==> config.mk <==
export PLATFORM = sky130hd
export DESIGN_NAME = dca_sched_capture
export DESIGN_NICKNAME = d
export VERILOG_FILES = /design/src/rtl/dca_sched_capture.sv
export SDC_FILE = /design/constraint.sdc
export NUM_CORES = 1
export LEC_CHECK = 0
export ABC_AREA = 1
export ABC_CLOCK_PERIOD_IN_PS = 6450
export CAP_MARGIN = 20
export CORE_UTILIZATION = 55
export DETAILED_ROUTE_END_ITERATION = 10
export DONT_BUFFER_PORTS = 1
export PLACE_DENSITY = 0.75
export SETUP_SLACK_MARGIN = 0.3
export SKIP_CTS_REPAIR_TIMING = 1
export SLEW_MARGIN = 5
export SYNTH_ARGS = -nofsm -noshare
export SYNTH_HDL_FRONTEND = slang
export SYNTH_SLANG_ARGS = --single-unit
==> constraint.sdc <==
create_clock -name clk -period 6.45 [get_ports clk]
set_input_delay 0.9675 -clock clk [delete_from_list [all_inputs] [get_ports clk]]
set_output_delay 0.9675 -clock clk [all_outputs]
set_load 0.05 [all_outputs]
==> src/rtl/dca_sched_capture.sv <==
// dca_sched_capture: receive-side monitor for the DCA operation schedule stream.
// Rebuilds the per-row A/B slot masks from the sequencer strobes, checks each
// operation's begin-to-end latency and hands finished rows to a consumer
// through a single-entry valid/ready output register.
module dca_sched_capture #(
    parameter int ROW_COUNT   = 8,
    parameter int SLOT_COUNT  = 8,
    parameter int OPA_LATENCY = 10,
    parameter int OPB_LATENCY = 10,
    localparam int RW = (ROW_COUNT > 1) ? $clog2(ROW_COUNT) : 1,
    localparam int SW = SLOT_COUNT + 1
) (
    input  logic                 clk,
    input  logic                 rst,
    input  logic                 enable,
    input  logic                 sched_start,
    input  logic                 sched_slot,
    input  logic                 sched_row_end,
    input  logic                 sched_opa_begin,
    input  logic                 sched_opb_begin,
    input  logic                 sched_opa_end,
    input  logic                 sched_opb_end,
    input  logic                 sched_done,
    output logic                 row_valid,
    input  logic                 row_ready,
    output logic [RW-1:0]        row_index,
    output logic [SW-1:0]        row_opa_mask,
    output logic [SW-1:0]        row_opb_mask,
    output logic [ROW_COUNT-1:0] rows_active,
    output logic                 busy,
    output logic                 done_pulse,
    output logic                 err_latency,
    output logic                 err_protocol,
    output logic                 err_overflow
);

    // Row counter must be able to hold ROW_COUNT itself (the "all rows seen" value).
    localparam int CW     = $clog2(ROW_COUNT + 1);
    localparam int XW     = $clog2(SLOT_COUNT + 1);
    localparam int MAXLAT = (OPA_LATENCY > OPB_LATENCY) ? OPA_LATENCY : OPB_LATENCY;
    localparam int LW     = $clog2(MAXLAT + 1);

    localparam logic [CW-1:0] ROW_LAST  = CW'(ROW_COUNT);
    localparam logic [XW-1:0] SLOT_LAST = XW'(SLOT_COUNT);
    localparam logic [LW-1:0] OPA_LM1   = LW'(OPA_LATENCY - 1);
    localparam logic [LW-1:0] OPB_LM1   = LW'(OPB_LATENCY - 1);

    typedef enum logic {
        ST_IDLE   = 1'b0,
        ST_ACTIVE = 1'b1
    } state_t;

    typedef struct packed {
        logic          pend;
        logic [LW-1:0] cnt;
        logic          err_lat;
        logic          err_proto;
    } lat_t;

    // One enabled cycle of a latency channel. The counter value "seen" in a cycle
    // is LAT-1 on the begin cycle and one less each enabled cycle after; the end
    // strobe is legal only when that value is 0. A stored 0 with the op still
    // pending means the due cycle passed without an end.
    function automatic lat_t lat_step(input logic          pend,
                                      input logic [LW-1:0] cnt,
                                      input logic          op_begin,
                                      input logic          op_end,
                                      input logic [LW-1:0] lat_m1);
        lat_t          r;
        logic [LW-1:0] eff;
        r.pend      = pend;
        r.cnt       = cnt;
        r.err_lat   = 1'b0;
        r.err_proto = 1'b0;
        eff         = cnt;
        if (op_begin) begin
            r.err_proto = pend;
            r.pend      = 1'b1;
            r.cnt       = lat_m1;
            if (op_end) begin
                if (lat_m1 == LW'(0)) begin
                    r.pend = 1'b0;
                end else begin
                    r.err_lat = 1'b1;
                end
            end else begin
                r.err_lat = 1'b0;
            end
        end else if (pend) begin
            if (cnt == LW'(0)) begin
                r.err_lat = 1'b1;
                r.pend    = 1'b0;
            end else begin
                eff   = cnt - LW'(1);
                r.cnt = eff;
                if (op_end) begin
                    r.pend    = 1'b0;
                    r.err_lat = (eff != LW'(0));
                end else begin
                    r.err_lat = 1'b0;
                end
            end
        end else begin
            r.err_lat = op_end;
        end
        return r;
    endfunction

    state_t               state_r, state_n;
    logic [XW-1:0]        slot_r, slot_n;
    logic [CW-1:0]        row_r, row_n;
    logic [SW-1:0]        mask_a_r, mask_a_n, mask_b_r, mask_b_n;
    logic [SW-1:0]        mask_a_cur_s, mask_b_cur_s;
    logic                 pend_a_r, pend_a_n, pend_b_r, pend_b_n;
    logic [LW-1:0]        cnt_a_r, cnt_a_n, cnt_b_r, cnt_b_n;
    logic                 row_valid_r, row_valid_n;
    logic [RW-1:0]        row_index_r, row_index_n;
    logic [SW-1:0]        out_a_r, out_a_n, out_b_r, out_b_n;
    logic [ROW_COUNT-1:0] rows_active_r, rows_active_n;
    logic                 done_r, done_n;
    logic                 err_lat_r, err_lat_n;
    logic                 err_proto_r, err_proto_n;
    logic                 err_ovf_r, err_ovf_n;
    logic                 strobe_any_s, do_clear_s, run_s;
    lat_t                 la_s, lb_s;

    // Next-state and next-value logic for the FSM, masks, counters and output register.
    always_comb begin
        state_n       = state_r;
        slot_n        = slot_r;
        row_n         = row_r;
        mask_a_n      = mask_a_r;
        mask_b_n      = mask_b_r;
        pend_a_n      = pend_a_r;
        pend_b_n      = pend_b_r;
        cnt_a_n       = cnt_a_r;
        cnt_b_n       = cnt_b_r;
        row_valid_n   = row_valid_r;
        row_index_n   = row_index_r;
        out_a_n       = out_a_r;
        out_b_n       = out_b_r;
        rows_active_n = rows_active_r;
        done_n        = 1'b0;
        err_lat_n     = err_lat_r;
        err_proto_n   = err_proto_r;
        err_ovf_n     = err_ovf_r;
        do_clear_s    = 1'b0;
        run_s         = 1'b0;

        strobe_any_s = sched_slot | sched_row_end | sched_opa_begin | sched_opb_begin |
                       sched_opa_end | sched_opb_end | sched_done;
        la_s = lat_step(pend_a_r, cnt_a_r, sched_opa_begin, sched_opa_end, OPA_LM1);
        lb_s = lat_step(pend_b_r, cnt_b_r, sched_opb_begin, sched_opb_end, OPB_LM1);
        mask_a_cur_s = mask_a_r | (sched_opa_begin ? (SW'(1) << slot_r) : SW'(0));
        mask_b_cur_s = mask_b_r | (sched_opb_begin ? (SW'(1) << slot_r) : SW'(0));

        // Consumer handshake runs regardless of enable; a row load below overrides it.
        if (row_valid_r && row_ready) begin
            row_valid_n = 1'b0;
        end else begin
            row_valid_n = row_valid_r;
        end

        case (state_r)
            ST_IDLE: begin
                if (enable && sched_start) begin
                    do_clear_s = 1'b1;
                    state_n    = ST_ACTIVE;
                end else if (enable && strobe_any_s) begin
                    err_proto_n = 1'b1;
                end else begin
                    state_n = ST_IDLE;
                end
            end
            ST_ACTIVE: begin
                if (enable && sched_start) begin
                    do_clear_s = 1'b1;
                end else if (enable) begin
                    run_s = 1'b1;
                end else begin
                    state_n = ST_ACTIVE;
                end
            end
            default: begin
                state_n = ST_IDLE;
            end
        endcase

        if (do_clear_s) begin
            slot_n        = XW'(0);
            row_n         = CW'(0);
            mask_a_n      = SW'(0);
            mask_b_n      = SW'(0);
            rows_active_n = {ROW_COUNT{1'b0}};
            pend_a_n      = 1'b0;
            pend_b_n      = 1'b0;
            cnt_a_n       = LW'(0);
            cnt_b_n       = LW'(0);
            err_lat_n     = 1'b0;
            err_proto_n   = 1'b0;
            err_ovf_n     = 1'b0;
        end else begin
            err_lat_n = err_lat_n;
        end

        if (run_s) begin
            pend_a_n = la_s.pend;
            cnt_a_n  = la_s.cnt;
            pend_b_n = lb_s.pend;
            cnt_b_n  = lb_s.cnt;
            if (la_s.err_lat || lb_s.err_lat) begin
                err_lat_n = 1'b1;
            end else begin
                err_lat_n = err_lat_r;
            end
            if (la_s.err_proto || lb_s.err_proto) begin
                err_proto_n = 1'b1;
            end else begin
                err_proto_n = err_proto_r;
            end
            mask_a_n = mask_a_cur_s;
            mask_b_n = mask_b_cur_s;
            if ((sched_opa_begin || sched_opb_begin) && (row_r < ROW_LAST)) begin
                rows_active_n[row_r[RW-1:0]] = 1'b1;
            end else begin
                rows_active_n = rows_active_r;
            end

            if (sched_row_end) begin
                if ((slot_r != SLOT_LAST) || sched_slot) begin
                    err_proto_n = 1'b1;
                end else begin
                    err_proto_n = err_proto_n;
                end
                slot_n   = XW'(0);
                mask_a_n = SW'(0);
                mask_b_n = SW'(0);
                if (row_r == ROW_LAST) begin
                    // More rows than the schedule holds: nothing sensible to deliver.
                    err_proto_n = 1'b1;
                end else begin
                    row_n = row_r + CW'(1);
                    if (!row_valid_r || row_ready) begin
                        row_valid_n = 1'b1;
                        row_index_n = row_r[RW-1:0];
                        out_a_n     = mask_a_cur_s;
                        out_b_n     = mask_b_cur_s;
                    end else begin
                        err_ovf_n = 1'b1;
                    end
                end
            end else if (sched_slot) begin
                if (slot_r == SLOT_LAST) begin
                    err_proto_n = 1'b1;
                end else begin
                    slot_n = slot_r + XW'(1);
                end
            end else begin
                slot_n = slot_r;
            end

            if (sched_done) begin
                state_n = ST_IDLE;
                done_n  = 1'b1;
                if ((row_n != ROW_LAST) || pend_a_n || pend_b_n) begin
                    err_proto_n = 1'b1;
                end else begin
                    err_proto_n = err_proto_n;
                end
            end else begin
                done_n = 1'b0;
            end
        end else begin
            done_n = 1'b0;
        end
    end

    // State and datapath registers; rst discards everything including a held row.
    always_ff @(posedge clk or posedge rst) begin
        if (rst) begin
            state_r       <= ST_IDLE;
            slot_r        <= XW'(0);
            row_r         <= CW'(0);
            mask_a_r      <= SW'(0);
            mask_b_r      <= SW'(0);
            pend_a_r      <= 1'b0;
            pend_b_r      <= 1'b0;
            cnt_a_r       <= LW'(0);
            cnt_b_r       <= LW'(0);
            row_valid_r   <= 1'b0;
            row_index_r   <= RW'(0);
            out_a_r       <= SW'(0);
            out_b_r       <= SW'(0);
            rows_active_r <= {ROW_COUNT{1'b0}};
            done_r        <= 1'b0;
            err_lat_r     <= 1'b0;
            err_proto_r   <= 1'b0;
            err_ovf_r     <= 1'b0;
        end else begin
            state_r       <= state_n;
            slot_r        <= slot_n;
            row_r         <= row_n;
            mask_a_r      <= mask_a_n;
            mask_b_r      <= mask_b_n;
            pend_a_r      <= pend_a_n;
            pend_b_r      <= pend_b_n;
            cnt_a_r       <= cnt_a_n;
            cnt_b_r       <= cnt_b_n;
            row_valid_r   <= row_valid_n;
            row_index_r   <= row_index_n;
            out_a_r       <= out_a_n;
            out_b_r       <= out_b_n;
            rows_active_r <= rows_active_n;
            done_r        <= done_n;
            err_lat_r     <= err_lat_n;
            err_proto_r   <= err_proto_n;
            err_ovf_r     <= err_ovf_n;
        end
    end

    assign row_valid    = row_valid_r;
    assign row_index    = row_index_r;
    assign row_opa_mask = out_a_r;
    assign row_opb_mask = out_b_r;
    assign rows_active  = rows_active_r;
    assign busy         = (state_r == ST_ACTIVE);
    assign done_pulse   = done_r;
    assign err_latency  = err_lat_r;
    assign err_protocol = err_proto_r;
    assign err_overflow = err_ovf_r;

endmodule

---- Word level (Yosys, flattened, before mapping) ----
Index checks and enable logic that the tools add are counted.
cells by class
  add/sub/neg operators ................... 4
  multipliers ............................. 0
  div/mod/pow operators ................... 0
  magnitude comparators ................... 3
  equal/unequal tests ..................... 13
  shift-type cells ........................ 1
  muxes and demuxes ....................... 82
  bitwise logic cells ..................... 11
  reduce and logical (&&, ||, !) cells .... 24
operator list
  cell                                                    number
  two-way mux 9 bit                                       7
  two-way mux 4 bit                                       15
  two-way mux 1 bit                                       51
  two-way mux 8 bit                                       3
  inequality test 3 bit (second input constant)           6
  bitwise OR 9 bit                                        2
  two-way mux 6 bit                                       2
  two-way mux 5 bit                                       2
  AND reduction 3 bit                                     3
  << shifter 1 x 4 -> 9 bit (first input constant)        1
  adder 4 x 1 -> 4 bit (second input constant)            2
  equality test 4 bit (second input constant)             2
  zero test 4 bit                                         2
  inequality test 4 bit (second input constant)           2
  bitwise OR 8 bit                                        1
  nonzero test 4 bit                                      2
  subtractor 4 x 1 -> 4 bit (second input constant)       2
  logical OR 1 bit                                        7
  bitwise OR 1 bit                                        6
  logical AND 1 bit                                       5
  < comparator 3 x 4 -> 1 bit (second input constant)     1
  < comparator 4 bit (second input constant)              1
  inequality test 2 x 1 -> 1 bit (second input constant)  2
  AND reduction 4 bit                                     1
  9 further kinds                                         10
storage, ports and cells
  register bits after elaboration ......... 71
  bits in latches ......................... 0
  RAM bits ................................ 0
  bits in read-only memories .............. 0
  input bits .............................. 12
  output and inout bits ................... 35
  logic and storage cells ................. 156
  memories kept ........................... 0

---- Longest topological paths before layout ----
  depth in word-level cells ............... 12
  gate-level depth with buffers ........... 11
  depth with buffers taken out ............ 10

---- Least setup slack after synthesis ----
No wires, ideal clock.
  path kind ............................... input port to flip-flop
  start ................................... input port enable
  end ..................................... register cnt_b_r[2]
  setup time .............................. 0.131 ns
  arrival ................................. 1.830 ns
  required time ........................... 6.319 ns
  path slack .............................. 4.490 ns
  stages .................................. 8
  buffers on the path ..................... 1
  cells stage by stage .................... nand2_1 > nor2_4 > buf_6 > inv_2 > a211oi_2 > nor2_1 > nand4_1 > o21ai_1
on the way
  longest elaborated chain between the ends .. 5
  elaborated cells between the ends (all ways) .. 10
  classes of those cells .................. 2 x eq/ne; 5 x mux; 3 x reduce/logical
RTL lines
  element                                                                RTL line       RTL
  start, declared                                                        15             input logic enable,
  two-way mux 1 bit or logical AND 1 bit (tied branches)                 178, 166, 176
  two-way mux 1 bit                                                      176            if (enable && sched_start) begin
  two-way mux 1 bit                                                      164            case (state_r)
  inequality test 3 bit (no line) or nonzero test 2 bit (tied branches)  --
  AND reduction 3 bit (no line)                                          --
  end signal, assigned                                                   308            cnt_b_r <= cnt_b_n;
  end, declared                                                          115            logic [LW-1:0] cnt_a_r, cnt_a_n, cnt_b_r, cnt_b_n;
Several ways; a longest one is shown, not always the timed one.
A chain may end at the register's enable or synchronous reset.

---- Worst setup path in the final report ----
  start ................................... register state_r, in the netlist busy
  end ..................................... register out_b_r[5], in the netlist row_opb_mask[5]
on the way
  longest elaborated chain between the ends .. 2
RTL lines
  element                        RTL line  RTL
  start, declared                109       state_t state_r, state_n;
  start signal, assigned         300       state_r <= state_n;
  two-way mux 1 bit              164
  AND reduction 4 bit (no line)  --
  end signal, assigned           312       out_b_r <= out_b_n;
  end, declared                  118       logic [SW-1:0] out_a_r, out_a_n, out_b_r, out_b_n;
No other way between the ends.

==> key figures <==
Synth
  • Syn Area/Cell: slightly below 9 um^2
  • Synthesized Nets: approximately 430
  • Dominant cells by area after synthesis: dfrtp_1 49%, nand2_1 8.5%, inv_1 6.4%
  • Mux share of post-synthesis cell area: 5.00%
  • Dominant synthesized flop cell: dfrtp_1
  • Most frequent cell after synthesis: nand2_1
  • Synthesized area: 3600 um^2
  • Leading area contributor after synthesis: dfrtp_1
  • Async set-reset flop share out of synthesis: 100%
  • Share of synthesized cell area in full adder, half adder and majority cells: 4.17%
  • Post-synth top area share: around 49%
  • Synthesized instance count: around 400
  • Post-synthesis simple-gate area fraction: 17.8%
  • Commonest cells in the netlist: 82 x nand2_1, 71 x dfrtp_1, 61 x inv_1
  • Distinct cells, synth: 32
  • Largest family of logic cells by synthesized area: simple AND/OR/NAND/NOR gates
  • Synth Area in XOR/XNOR: less than 1%
  • Ys Warns: 0
  • Number of synthesized register bits: a little over 70
  • Post-synth EDFFs: 0
  • Post-synthesis sequential area ratio: slightly below 50%
  • Compound-Gate Fraction of Synth Area: around 14%

Outcome
  • Status: complete, no violations

Floorplanning
  • Die footprint: 6870 um^2
  • Cell row count: 29
  • Initial core utilization: between 50% and 60%
  • Ports: 47
  • Die span in x: around 83 um
  • Core area: ~6300 um^2
  • DIE HEIGHT: slightly above 80 um

Drt
  • 1st-pass router iterations: 4
  • Via density: around 5.5
  • DRT iter0 DRCs: 190
  • Drc violations: 0
  • WL final: 7.34 mm
  • WL per Instance: around 15 um
  • Vias: roughly 2,700
  • Number of nets still failing antenna checks after routing: 0

Timing
  • Crit path time final: around 2300 ps
  • Worst-margin pin slew: ~860 ps
  • Period utilization: approximately 36%
  • Worst slew margin: between 40% and 50%
  • Setup violators final: 0
  • Sum Neg Setup Slack: 0 ps
  • Final hold viol count: 0
  • Fin Clk Skew: 12.3 ps
  • Maximum clock frequency: ~430 MHz
  • Max-slew violations: 0
  • RSZ-0062 raised after global routing: no
  • WHS: 521 ps

Layout
  • Area of the multi-input gates: 1500 um^2
  • Area Growth Syn to Fin: 8.27%
  • Share of post-route cells with drive strength above 1: a little under an eighth
  • Sequential Area: around 1800 um^2
  • Filler cells: between 500 and 600
  • Final net count: between 400 and 500
  • Ant diodes: 0

Placement
  • Dpl hpwl: 5.09 mm
  • RePlAce Congestion: 0.887
  • Port-buffer cells: 0

Global route
  • Antenna violations before repair: 0
  • Overflow after GRT: 0
  • Pin count of the biggest net entering global routing: 72
  • Vias in the first global route: between 2,000 and 3,000
  • Aggregate global-route resource usage: about 22%
  • First-pass GRT wire length: 12.2 mm

Worst setup path
  • Critical Path Slowest Stage Cell: dfrtp_1
  • Cell Chain, Critical Path: nand2_1 > nor2_4 > nand3_4 > mux2_4
  • Startpoint types: flop
  • Critical path class: reg -> reg
  • CP max stage delay: about 700 ps
  • Critical Path AT: between 2000 and 3000 ps
  • Worst reg2reg path depth: 4
  • Critical path peak fanout: 28
  • CP required: 6680 ps
  • Crit end category: flop

Min path
  • Hold Crit Class: reg -> reg
  • Worst hold stages: 2

Clock network
  • Clk_lat worst skew: around 350 ps
  • CTS tree: built
  • Number of H-tree levels: 3
  • Clk buf depth: 2
  • Clock tree root driver cell: clkbuf_8
  • Clk slew on worst S/H paths: 90 ps
  • Sink Count: a little over 70
  • CTS Buf Count: 9

Flow run
  • # Max-Cap Violations: 0

Pwr
  • Leak: slightly below 2 nW
  • PwrDens: 296 nW/um^2
  • Worst ir drop on vdd: 0.000213 V
[placed cells by master, fill, tap and decap left out, types with 5 or more instances in the layout]
| cell | netlist | final |
|---|---|---|
| o21ai_1 | 19 | 19 |
| clkbuf_8 | 0 | 9 |
| o21ai_0 | 43 | 43 |
| mux2_2 | 8 | 8 |
| o41ai_1 | 7 | 7 |
| ha_1 | 12 | 12 |
| nor2_1 | 20 | 20 |
| nand2_1 | 82 | 82 |
| mux2_4 | 6 | 6 |
| a21oi_1 | 9 | 9 |
| dfrtp_1 | 71 | 71 |
| o21bai_1 | 5 | 5 |
| nand3_1 | 22 | 22 |
| inv_1 | 61 | 60 |
[area by class of cell]
cell class | count | share of cell area [%]
inverter | 66 | 6.45
sequential | 71 | 45.6
clock inverter | 7 | 3.69
timing repair buffer | 1 | 0.193
multi-input combinational | 259 | 38.4
tap | 77 | 2.47
clock buffer | 9 | 3.18
[worst max-delay path: cells and delay by family, from the launching register on]
kind	cells	cell delay, ps
flops	1	700
mux	1	420
simple gates	3	1100
[registers in the layout, summed over array words and instances, names as in the netlist, 3 cells and up]
| name | cells |
|---|---|
| rows_active | 8 |
| cnt_b_r | 4 |
| mask_b_r | 9 |
| row_r | 4 |
| row_index | 3 |
| slot_r | 4 |
| cnt_a_r | 4 |
| row_opb_mask | 9 |
| mask_a_r | 9 |
| row_opa_mask | 9 |
[worst paths after layout]
kind / startpoint / endpoint / slack, ps
worst max-delay path: busy / row_opb_mask[5] / 4110
worst min-delay path: mask_b_r[7] / mask_b_r[7] / 520
worst max register to register: busy / row_opb_mask[5] / 4110
worst min register to register: mask_b_r[7] / mask_b_r[7] / 520
max in group asynchronous: rst / cnt_a_r[0] / 5120
min in group asynchronous: rst / busy / 760
[metal layers]
| layer | GRT usage (%) | up-vias | share of wire [%] |
|---|---|---|---|
| li1 | - | 1336 | - |
| met1 | 28.5 | 1264 | 45 |
| met2 | 35.5 | 87 | 47 |
| met3 | 5.57 | 17 | 5.7 |
| met4 | 10.8 | 0 | 2.6 |
| met5 | 0 | - | 0 |
[per-stage QoR]
step / cells / cell area, um^2 / setup slack, ps / total power, mW / utilization, %
after floorplan: 408 / 3600 / 3690 / 0.663 / -
after global routing: 490 / 3900 / 3940 / 1.20 / 61.4
after detailed placement: 474 / 3630 / 3980 / 0.690 / 57.2
after CTS: 490 / 3900 / 4130 / 1.16 / 61.4
after global placement: 474 / 3630 / 3990 / 0.685 / 57.2
final: 490 / 3900 / 4110 / 1.15 / 61.4
[logic make-up (layout without fill, tap and decap cells)]
family / Yosys count / count (layout)
and+or+nand+nor: 141 / 141
AOI/OAI and AO/OA: 88 / 88
buffers and inverters: 78 / 83
DFF: 71 / 71
muxes: 14 / 14
adders and majority gates: 12 / 12
xor gates and xnor gates: 4 / 4
[power by group]
| part | internal [mW] | switching (mW) |
|---|---|---|
| combinational | 0.0394 | 0.0801 |
| clock | 0.297 | 0.174 |
| sequential | 0.471 | 0.0910 |
| total | 0.807 | 0.345 |
Power figures use the tool's default switching activity.
